## config.mk

```make
export PLATFORM = sky130hd
export DESIGN_NAME = mac_slot_scheduler_flat
export DESIGN_NICKNAME = d
export VERILOG_FILES = /design/src/rtl/mac_slot_scheduler_if.sv /design/src/rtl/mac_slot_scheduler.sv /design/src/flat_wrapper.sv
export SDC_FILE = /design/constraint.sdc
export NUM_CORES = 1
export LEC_CHECK = 0
export ABC_CLOCK_PERIOD_IN_PS = 3480
export BUFFER_PORTS_ARGS = -buffer_cell sky130_fd_sc_hd__buf_2
export CORE_ASPECT_RATIO = 0.9
export CORE_MARGIN = 2
export CORE_UTILIZATION = 25
export CTS_BUF_LIST = sky130_fd_sc_hd__clkbuf_8
export DETAILED_ROUTE_END_ITERATION = 8
export HOLD_SLACK_MARGIN = 0.12
export RECOVER_POWER = 100
export SLEW_MARGIN = 20
export SYNTH_ARGS = -nofsm -noshare
export SYNTH_HDL_FRONTEND = slang
export SYNTH_SLANG_ARGS = --single-unit
```

## constraint.sdc

```tcl
create_clock -name clk -period 3.48 [get_ports clk]
set_clock_uncertainty 0.1 [all_clocks]
set_input_delay 0.348 -clock clk [delete_from_list [all_inputs] [get_ports clk]]
set_output_delay 0.348 -clock clk [all_outputs]
set_load 0.01 [all_outputs]
```

## src/rtl/mac_slot_scheduler_if.sv

```systemverilog
// Handshake bundle between the slotted-ALOHA scheduler and its environment.
// master: the control/modem side that drives requests, ticks and feedback.
// slave : the scheduler itself.
// Signals:
//   enable, req, slot_tick, mod_busy, fb_valid, fb_ack : master -> slave
//   mod_start, busy, done, fail, q_cur, retry_cnt      : slave -> master
//   state_dbg                                           : FSM state for checkers
// Handshake: req, slot_tick, fb_valid, mod_start, done and fail are single-cycle
// strobes sampled on the rising clock edge; fb_ack is only meaningful while
// fb_valid is high; no ready back-pressure exists, a strobe that arrives in a
// state that does not consume it is dropped.
interface mac_slot_scheduler_if;
  logic       enable;
  logic       req;
  logic       slot_tick;
  logic       mod_busy;
  logic       fb_valid;
  logic       fb_ack;
  logic       mod_start;
  logic       busy;
  logic       done;
  logic       fail;
  logic [3:0] q_cur;
  logic [3:0] retry_cnt;
  logic [2:0] state_dbg;

  modport master (
    output enable, req, slot_tick, mod_busy, fb_valid, fb_ack,
    input  mod_start, busy, done, fail, q_cur, retry_cnt, state_dbg
  );

  modport slave (
    input  enable, req, slot_tick, mod_busy, fb_valid, fb_ack,
    output mod_start, busy, done, fail, q_cur, retry_cnt, state_dbg
  );
endinterface

```

## src/rtl/mac_slot_scheduler.sv

```systemverilog
// Slotted-ALOHA access controller for the backscatter modulator.
// A request draws a random slot offset (free-running LFSR masked to 2^Q-1),
// counts slot boundaries down to zero, fires one modulator start pulse, then
// waits for ack/nack feedback (or a slot-count timeout). Q shrinks on success
// and grows on collision; after MAX_RETRY collisions the request fails.
// Ports:
//   clk   : system clock
//   rst_n : asynchronous active-low reset
//   bus   : scheduler side of mac_slot_scheduler_if (all outputs registered)
module mac_slot_scheduler #(
  parameter logic [15:0] LFSR_SEED  = 16'h4C06,
  parameter int          Q_INIT     = 2,
  parameter int          Q_MIN      = 0,
  parameter int          Q_MAX      = 6,
  parameter int          MAX_RETRY  = 7,
  parameter int          FB_TIMEOUT = 8
) (
  input  logic                  clk,
  input  logic                  rst_n,
  mac_slot_scheduler_if.slave   bus
);

  typedef enum logic [2:0] {
    S_IDLE      = 3'd0,
    S_DRAW      = 3'd1,
    S_WAIT_SLOT = 3'd2,
    S_TX        = 3'd3,
    S_WAIT_FB   = 3'd4
  } state_e;

  // An all-zero LFSR would lock up, so a zero seed is promoted to 1.
  localparam logic [15:0] SEED_EFF   = (LFSR_SEED == 16'h0000) ? 16'h0001 : LFSR_SEED;
  localparam logic [3:0]  Q_INIT_L   = 4'(Q_INIT);
  localparam logic [3:0]  Q_MIN_L    = 4'(Q_MIN);
  localparam logic [3:0]  Q_MAX_L    = 4'(Q_MAX);
  localparam logic [3:0]  RETRY_LAST = 4'(MAX_RETRY - 1);
  localparam logic [15:0] FB_LAST    = 16'(FB_TIMEOUT - 1);

  state_e      state_q, state_d;
  logic [15:0] lfsr_q, lfsr_d;
  logic [15:0] slot_cnt_q, slot_cnt_d;
  logic [15:0] fb_timer_q, fb_timer_d;
  logic [3:0]  q_q, q_d;
  logic [3:0]  retry_q, retry_d;
  logic        mod_start_q, mod_start_d;
  logic        busy_q, busy_d;
  logic        done_q, done_d;
  logic        fail_q, fail_d;

  logic success, collision, exhausted, slot_hit;

  // fb_valid wins over a simultaneous slot_tick, so the timeout only fires
  // on a tick with no feedback strobe present.
  assign success   = (state_q == S_WAIT_FB) && bus.fb_valid && bus.fb_ack;
  assign collision = (state_q == S_WAIT_FB) &&
                     ((bus.fb_valid && !bus.fb_ack) ||
                      (!bus.fb_valid && bus.slot_tick && (fb_timer_q == FB_LAST)));
  assign exhausted = (retry_q == RETRY_LAST);
  assign slot_hit  = bus.slot_tick && (slot_cnt_q == 16'd0);

  // State and datapath registers.
  always_ff @(posedge clk or negedge rst_n) begin
    if (!rst_n) begin
      state_q     <= S_IDLE;
      lfsr_q      <= SEED_EFF;
      slot_cnt_q  <= 16'd0;
      fb_timer_q  <= 16'd0;
      q_q         <= Q_INIT_L;
      retry_q     <= 4'd0;
      mod_start_q <= 1'b0;
      busy_q      <= 1'b0;
      done_q      <= 1'b0;
      fail_q      <= 1'b0;
    end else begin
      state_q     <= state_d;
      lfsr_q      <= lfsr_d;
      slot_cnt_q  <= slot_cnt_d;
      fb_timer_q  <= fb_timer_d;
      q_q         <= q_d;
      retry_q     <= retry_d;
      mod_start_q <= mod_start_d;
      busy_q      <= busy_d;
      done_q      <= done_d;
      fail_q      <= fail_d;
    end
  end

  // Next-state logic.
  always_comb begin
    state_d = state_q;
    if (!bus.enable) begin
      state_d = S_IDLE;
    end else begin
      case (state_q)
        S_IDLE:      if (bus.req) state_d = S_DRAW;
        S_DRAW:      state_d = S_WAIT_SLOT;
        S_WAIT_SLOT: if (slot_hit) state_d = S_TX;
        // mod_busy is not trusted in the cycle the start pulse is on the wire.
        S_TX:        if (!mod_start_q && !bus.mod_busy) state_d = S_WAIT_FB;
        S_WAIT_FB: begin
          if (success)        state_d = S_IDLE;
          else if (collision) state_d = exhausted ? S_IDLE : S_DRAW;
        end
        default:     state_d = S_IDLE;
      endcase
    end
  end

  // Datapath and registered-output next values.
  always_comb begin
    lfsr_d      = {lfsr_q[14:0], lfsr_q[15] ^ lfsr_q[13] ^ lfsr_q[12] ^ lfsr_q[10]};
    slot_cnt_d  = slot_cnt_q;
    fb_timer_d  = fb_timer_q;
    q_d         = q_q;
    retry_d     = retry_q;
    mod_start_d = 1'b0;
    done_d      = 1'b0;
    fail_d      = 1'b0;
    busy_d      = (state_d != S_IDLE);
    if (!bus.enable) begin
      retry_d = 4'd0;
    end else begin
      case (state_q)
        S_DRAW:      slot_cnt_d = lfsr_q & ~(16'hFFFF << q_q);
        S_WAIT_SLOT: begin
          if (slot_hit)           mod_start_d = 1'b1;
          else if (bus.slot_tick) slot_cnt_d  = slot_cnt_q - 16'd1;
        end
        S_TX:        fb_timer_d = 16'd0;
        S_WAIT_FB: begin
          if (success) begin
            done_d  = 1'b1;
            q_d     = (q_q > Q_MIN_L) ? q_q - 4'd1 : Q_MIN_L;
            retry_d = 4'd0;
          end else if (collision) begin
            q_d = (q_q < Q_MAX_L) ? q_q + 4'd1 : Q_MAX_L;
            if (exhausted) begin
              fail_d  = 1'b1;
              retry_d = 4'd0;
            end else begin
              retry_d = retry_q + 4'd1;
            end
          end else if (bus.slot_tick) begin
            fb_timer_d = fb_timer_q + 16'd1;
          end
        end
        default: ;
      endcase
    end
  end

  assign bus.mod_start = mod_start_q;
  assign bus.busy      = busy_q;
  assign bus.done      = done_q;
  assign bus.fail      = fail_q;
  assign bus.q_cur     = q_q;
  assign bus.retry_cnt = retry_q;
  assign bus.state_dbg = state_q;

endmodule

```

## src/flat_wrapper.sv

```systemverilog
// flat-port wrapper written by rule: the top's interface ports become plain ports
module mac_slot_scheduler_flat 
#(
  parameter logic [15:0] LFSR_SEED  = 16'h4C06,
  parameter int          Q_INIT     = 2,
  parameter int          Q_MIN      = 0,
  parameter int          Q_MAX      = 6,
  parameter int          MAX_RETRY  = 7,
  parameter int          FB_TIMEOUT = 8
)
  (clk, rst_n, bus_enable, bus_req, bus_slot_tick, bus_mod_busy, bus_fb_valid, bus_fb_ack, bus_mod_start, bus_busy, bus_done, bus_fail, bus_q_cur, bus_retry_cnt, bus_state_dbg);
  mac_slot_scheduler_if bus_i ();
  input  logic clk;
  input  logic rst_n;
  input wire logic [$bits(bus_i.enable)-1:0] bus_enable;
  input wire logic [$bits(bus_i.req)-1:0] bus_req;
  input wire logic [$bits(bus_i.slot_tick)-1:0] bus_slot_tick;
  input wire logic [$bits(bus_i.mod_busy)-1:0] bus_mod_busy;
  input wire logic [$bits(bus_i.fb_valid)-1:0] bus_fb_valid;
  input wire logic [$bits(bus_i.fb_ack)-1:0] bus_fb_ack;
  output wire logic [$bits(bus_i.mod_start)-1:0] bus_mod_start;
  output wire logic [$bits(bus_i.busy)-1:0] bus_busy;
  output wire logic [$bits(bus_i.done)-1:0] bus_done;
  output wire logic [$bits(bus_i.fail)-1:0] bus_fail;
  output wire logic [$bits(bus_i.q_cur)-1:0] bus_q_cur;
  output wire logic [$bits(bus_i.retry_cnt)-1:0] bus_retry_cnt;
  output wire logic [$bits(bus_i.state_dbg)-1:0] bus_state_dbg;
  assign bus_i.enable = bus_enable;
  assign bus_i.req = bus_req;
  assign bus_i.slot_tick = bus_slot_tick;
  assign bus_i.mod_busy = bus_mod_busy;
  assign bus_i.fb_valid = bus_fb_valid;
  assign bus_i.fb_ack = bus_fb_ack;
  assign bus_mod_start = bus_i.mod_start;
  assign bus_busy = bus_i.busy;
  assign bus_done = bus_i.done;
  assign bus_fail = bus_i.fail;
  assign bus_q_cur = bus_i.q_cur;
  assign bus_retry_cnt = bus_i.retry_cnt;
  assign bus_state_dbg = bus_i.state_dbg;
  mac_slot_scheduler #(.LFSR_SEED(LFSR_SEED), .Q_INIT(Q_INIT), .Q_MIN(Q_MIN), .Q_MAX(Q_MAX), .MAX_RETRY(MAX_RETRY), .FB_TIMEOUT(FB_TIMEOUT)) u_core (.clk(clk), .rst_n(rst_n), .bus(bus_i));
endmodule
```

==> metrics.log <==
[metrics] Initial Utilization: 25.6%
[metrics] Max Fanout on Critical Path: 18
[metrics] maxcap violations: 0
[metrics] io pins: 23
[metrics] floorplan row count: 40
[metrics] height of the die: 115 um
[metrics] largest net degree at the start of global routing: 47
[metrics] estimated wirelength of the detail-placed design: 6190 um
[metrics] critical path data arrival time: 3050 ps
[metrics] antenna-violating nets left: 0
[metrics] final cycle utilization of the critical path: 83.8%
[metrics] type of the worst setup path: reg2reg
[metrics] overall track demand over capacity in global routing: 12.0%
[metrics] r2r startpoint: u_core.bus.state_dbg[1]$_DFF_PN0_
[metrics] CP top delay family: compound AO/OA/AOI/OAI gates
[metrics] Min Hold Slack: 243 ps
[metrics] required time reported for the critical path endpoint: 3610 ps
[metrics] Clock Tree Root: sky130_fd_sc_hd__clkbuf_8
[metrics] number of flops mapped to enable cells by yosys: 0
[metrics] total number of vias: 3014
[metrics] slew of the pin with the lowest slew margin: 1150 ps
[metrics] Total Wirelength: 8720 um
[metrics] Synth async-reset ratio: 100%
[metrics] count of antenna diodes in the layout: 0
[metrics] number of slew-limit violations in the final report: 0
[metrics] dominant register cell in the synthesized netlist: sky130_fd_sc_hd__dfrtp_1
[metrics] total power per unit cell area: 462 nW/um2
[metrics] final setup violation count: 0
[metrics] FF+latch area: 1580 um2
[metrics] Slew Limit Headroom: 23.6%
[metrics] area of the mapped netlist: 3430 um2
[metrics] Num Clock Sinks: 63
[metrics] post-synthesis sequential element count: 63
[metrics] time the final worst path needs with I/O delays and setup: 2920 ps
[metrics] placer's final routability congestion estimate: 0.886
[metrics] classification of the worst-slack hold path: in2reg
[metrics] ranking of synthesized cells by area: sky130_fd_sc_hd__dfrtp_1 42%, sky130_fd_sc_hd__o21ai_0 4.7%, sky130_fd_sc_hd__dfstp_2 4.6%, sky130_fd_sc_hd__a21oi_1 4.4%, sky130_fd_sc_hd__ha_1 4.0%
[metrics] most area-hungry cell type in the Yosys netlist: sky130_fd_sc_hd__dfrtp_1
[metrics] run status: finished, final reports clean
[metrics] H-Tree Level Count: 3
[metrics] final setup TNS: 0 ps
[metrics] number of violations reported at the end of detailed-routing iteration 0: 338
[metrics] Core Box Area: 13400 um2
[metrics] Vias per Instance: 5.39
[metrics] share of layout cells above drive strength 1: 11.3%
[metrics] number of design rule violations left after detail routing: 0
[metrics] number of clock buffers inserted by TritonCTS: 9
[metrics] routed len/inst: 15.6 um
[metrics] # nets final: 405
[metrics] fill cell count: 1365
[metrics] total die area: 14700 um2
[metrics] leakage power: 1.54 nW
[metrics] category of the worst setup path capture point: flop
[metrics] clock tree buffer depth: 2
[metrics] sequential cell area fraction in the yosys report: 46.2%
[metrics] synthesized netlist net count: 383
[metrics] TritonCTS clock tree: yes
[metrics] wire length of the first global-routing pass: 13900 um
[metrics] number of buffers inserted to repair setup after CTS: 0
[metrics] start point of the critical path: u_core.bus.state_dbg[1]$_DFF_PN0_
[metrics] maximum achievable frequency: 0.343 GHz
[metrics] number of resized instances in the post-cts repair step: 0
[metrics] Yosys cell types: 63
[metrics] top-area cell type share of the netlist area: 41.6%
[metrics] min-delay src: bus_mod_busy
[metrics] worst skew pair latency: 350 ps
[metrics] number of port buffers: 22
[metrics] Mapped Cells: 364
[metrics] number of failing hold endpoints at the final stage: 0
[metrics] Critical path buffers and inverters: 2
[metrics] P&R area growth vs syn: 13.3%
[metrics] number of antenna violations at the first check in global routing: 0
[metrics] number of warning messages in the yosys log: 0
[metrics] Max IR drop VDD: 0.191 mV
[metrics] peak per-stage delay on the critical path: 840 ps
[metrics] CTS clock-pin slew for the worst setup and hold paths: 70 ps
[metrics] Pre-antenna DRT Iters: 5
[metrics] overall die width: 127 um
[metrics] worst-path cell chain: nor3b_1 > buf_4 > nand4_1 > o31ai_2 > clkbuf_1 > a21oi_1 > o22a_1
[metrics] unrepaired setup endpoints after global routing: false
[metrics] Synth Area per Inst: 9.41 um2
[metrics] combined area of the multi-input logic cells: 1700 um2
[metrics] overall overflow remaining after global route: 0
[metrics] via count of the first global-routing pass: 2716
[metrics] slowest stage cell on the critical path: sky130_fd_sc_hd__o31ai_2
[metrics] launching element type of the critical path: flop
==> where the power goes <==
part	switching, mW	internal [mW]
registers	0.0616	0.773
logic	0.200	0.121
clock network	0.291	0.346
==> worst min-delay path: stages <==
cell and delay [ps]:
sky130_fd_sc_hd__buf_2 110, sky130_fd_sc_hd__nor3_1 50, sky130_fd_sc_hd__nor3_1 120
==> cell families after synthesis <==
| logic type | Yosys count | share of synthesized area (%) |
|---|---|---|
| AOI/OAI and AO/OA | 117 | 22.2 |
| xor gates and xnor gates | 3 | 0.767 |
| adders and majority gates | 11 | 4.02 |
| buffers and inverters | 32 | 3.87 |
| DFF | 63 | 46.2 |
| muxes | 2 | 0.621 |
| and+or+nand+nor | 136 | 22.2 |
==> metal layers <==
layer	vias up	share of wire (%)	global-route usage (%)
li1	1419	-	-
met1	1476	48	17.0
met2	103	44	17.5
met3	16	6.0	2.84
met4	0	2.4	5.35
met5	-	0	0
==> cell usage after synthesis, types with 2 or more instances <==
cell type                  number
sky130_fd_sc_hd__nand2_1       26
sky130_fd_sc_hd__o22ai_1        2
sky130_fd_sc_hd__a21o_1         2
sky130_fd_sc_hd__xnor2_1        2
sky130_fd_sc_hd__a31oi_1        4
sky130_fd_sc_hd__or2_2          2
sky130_fd_sc_hd__o21ai_0       32
sky130_fd_sc_hd__a32oi_1        2
sky130_fd_sc_hd__nand3b_1       4
sky130_fd_sc_hd__dfrtp_1       57
sky130_fd_sc_hd__a211o_1        2
sky130_fd_sc_hd__o41ai_1        2
sky130_fd_sc_hd__dfstp_2        6
sky130_fd_sc_hd__nand3_1        9
sky130_fd_sc_hd__o22a_1         3
sky130_fd_sc_hd__buf_2          6
sky130_fd_sc_hd__o31ai_1        9
sky130_fd_sc_hd__o311ai_0       3
sky130_fd_sc_hd__or3b_2         3
sky130_fd_sc_hd__or3_1          6
sky130_fd_sc_hd__nor2_1        22
sky130_fd_sc_hd__clkbuf_1      10
sky130_fd_sc_hd__nor4_1         7
sky130_fd_sc_hd__nand4_1        6
sky130_fd_sc_hd__or4_1         12
sky130_fd_sc_hd__a31o_2         2
sky130_fd_sc_hd__nor3b_1        4
sky130_fd_sc_hd__o21a_1         6
sky130_fd_sc_hd__ha_1          11
sky130_fd_sc_hd__nor3_1        20
sky130_fd_sc_hd__a21oi_1       30
sky130_fd_sc_hd__o211ai_1       5
sky130_fd_sc_hd__nand2b_1       4
sky130_fd_sc_hd__inv_1         14
==> path summary, 6_finish.rpt <==
| path | slack [ps] | cells after the start | to |
|---|---|---|---|
| worst max-delay path | 560 | 7 | u_core.slot_cnt_q[12]$_DFFE_PN0P_ |
| worst min-delay path | 240 | 3 | u_core.bus.state_dbg[1]$_DFF_PN0_ |
| worst max register to register | 560 | 7 | u_core.slot_cnt_q[12]$_DFFE_PN0P_ |
| worst min register to register | 270 | 0 | u_core.lfsr_q[7]$_DFF_PN0_ |
| max in group asynchronous | 960 | 3 | u_core.slot_cnt_q[6]$_DFFE_PN0P_ |
| min in group asynchronous | 610 | 2 | u_core.fb_timer_q[12]$_DFFE_PN0P_ |
==> sequential cells by signal, summed over array words and instances, names as in the netlist, 3 cells and up <==
signal                count
u_core.bus.q_cur          4
u_core.bus.retry_cnt      4
u_core.bus.state_dbg      3
u_core.fb_timer_q        16
u_core.lfsr_q            16
u_core.slot_cnt_q        16
==> layout by cell type (no fill, tap or decap), types with 3 or more instances in the layout <==
cell type                   n
sky130_fd_sc_hd__clkbuf_1  17
sky130_fd_sc_hd__buf_4      3
sky130_fd_sc_hd__o211ai_1   5
sky130_fd_sc_hd__clkinv_2   3
sky130_fd_sc_hd__nand4_1    6
sky130_fd_sc_hd__a31oi_1    4
sky130_fd_sc_hd__dfstp_1    3
sky130_fd_sc_hd__or4_1     12
sky130_fd_sc_hd__o22a_1     3
sky130_fd_sc_hd__nand2_1   26
sky130_fd_sc_hd__clkbuf_8  10
sky130_fd_sc_hd__a21oi_1   30
sky130_fd_sc_hd__nor4_1     7
sky130_fd_sc_hd__nand2b_1   4
sky130_fd_sc_hd__ha_1      11
sky130_fd_sc_hd__nand3_1    9
sky130_fd_sc_hd__nor3_1    20
sky130_fd_sc_hd__o31ai_1    9
sky130_fd_sc_hd__buf_2      7
sky130_fd_sc_hd__inv_1     14
sky130_fd_sc_hd__o21a_1     6
sky130_fd_sc_hd__dfrtp_1   57
sky130_fd_sc_hd__nor3b_1    4
sky130_fd_sc_hd__or3_1      6
sky130_fd_sc_hd__nor2_1    22
sky130_fd_sc_hd__o21ai_0   33
sky130_fd_sc_hd__o311ai_0   3
sky130_fd_sc_hd__or3b_2     3
sky130_fd_sc_hd__nand3b_1   4
sky130_fd_sc_hd__dfstp_2    3
==> layout make-up <==
type / count / area share (%)
timing repair buffer: 29 / 3.51
clock buffer: 10 / 3.55
multi-input combinational: 269 / 43.8
sequential: 63 / 40.8
clock inverter: 6 / 1.55
tap: 168 / 5.42
inverter: 14 / 1.35
==> what timing repair did <==
action / CTS / global route
hold buffers: 1 / 0
setup endpoints to repair: 0 / 0
hold endpoints to repair: 16 / 0
==> per-stage QoR <==
| stage | util, % | worst slack, ps | power [mW] | instances | instance area (um2) |
|---|---|---|---|---|---|
| CTS | 29.3 | 806 | 1.81 | 559 | 3920 |
| floorplan | - | 1340 | 1.06 | 364 | 3430 |
| global placement | 27.8 | 916 | 1.16 | 542 | 3710 |
| global route | 29.0 | 321 | 1.88 | 559 | 3880 |
| detailed placement | 27.8 | 849 | 1.17 | 542 | 3710 |
| finish | 29.0 | 563 | 1.79 | 559 | 3880 |
(Power assumes the default switching activity.)
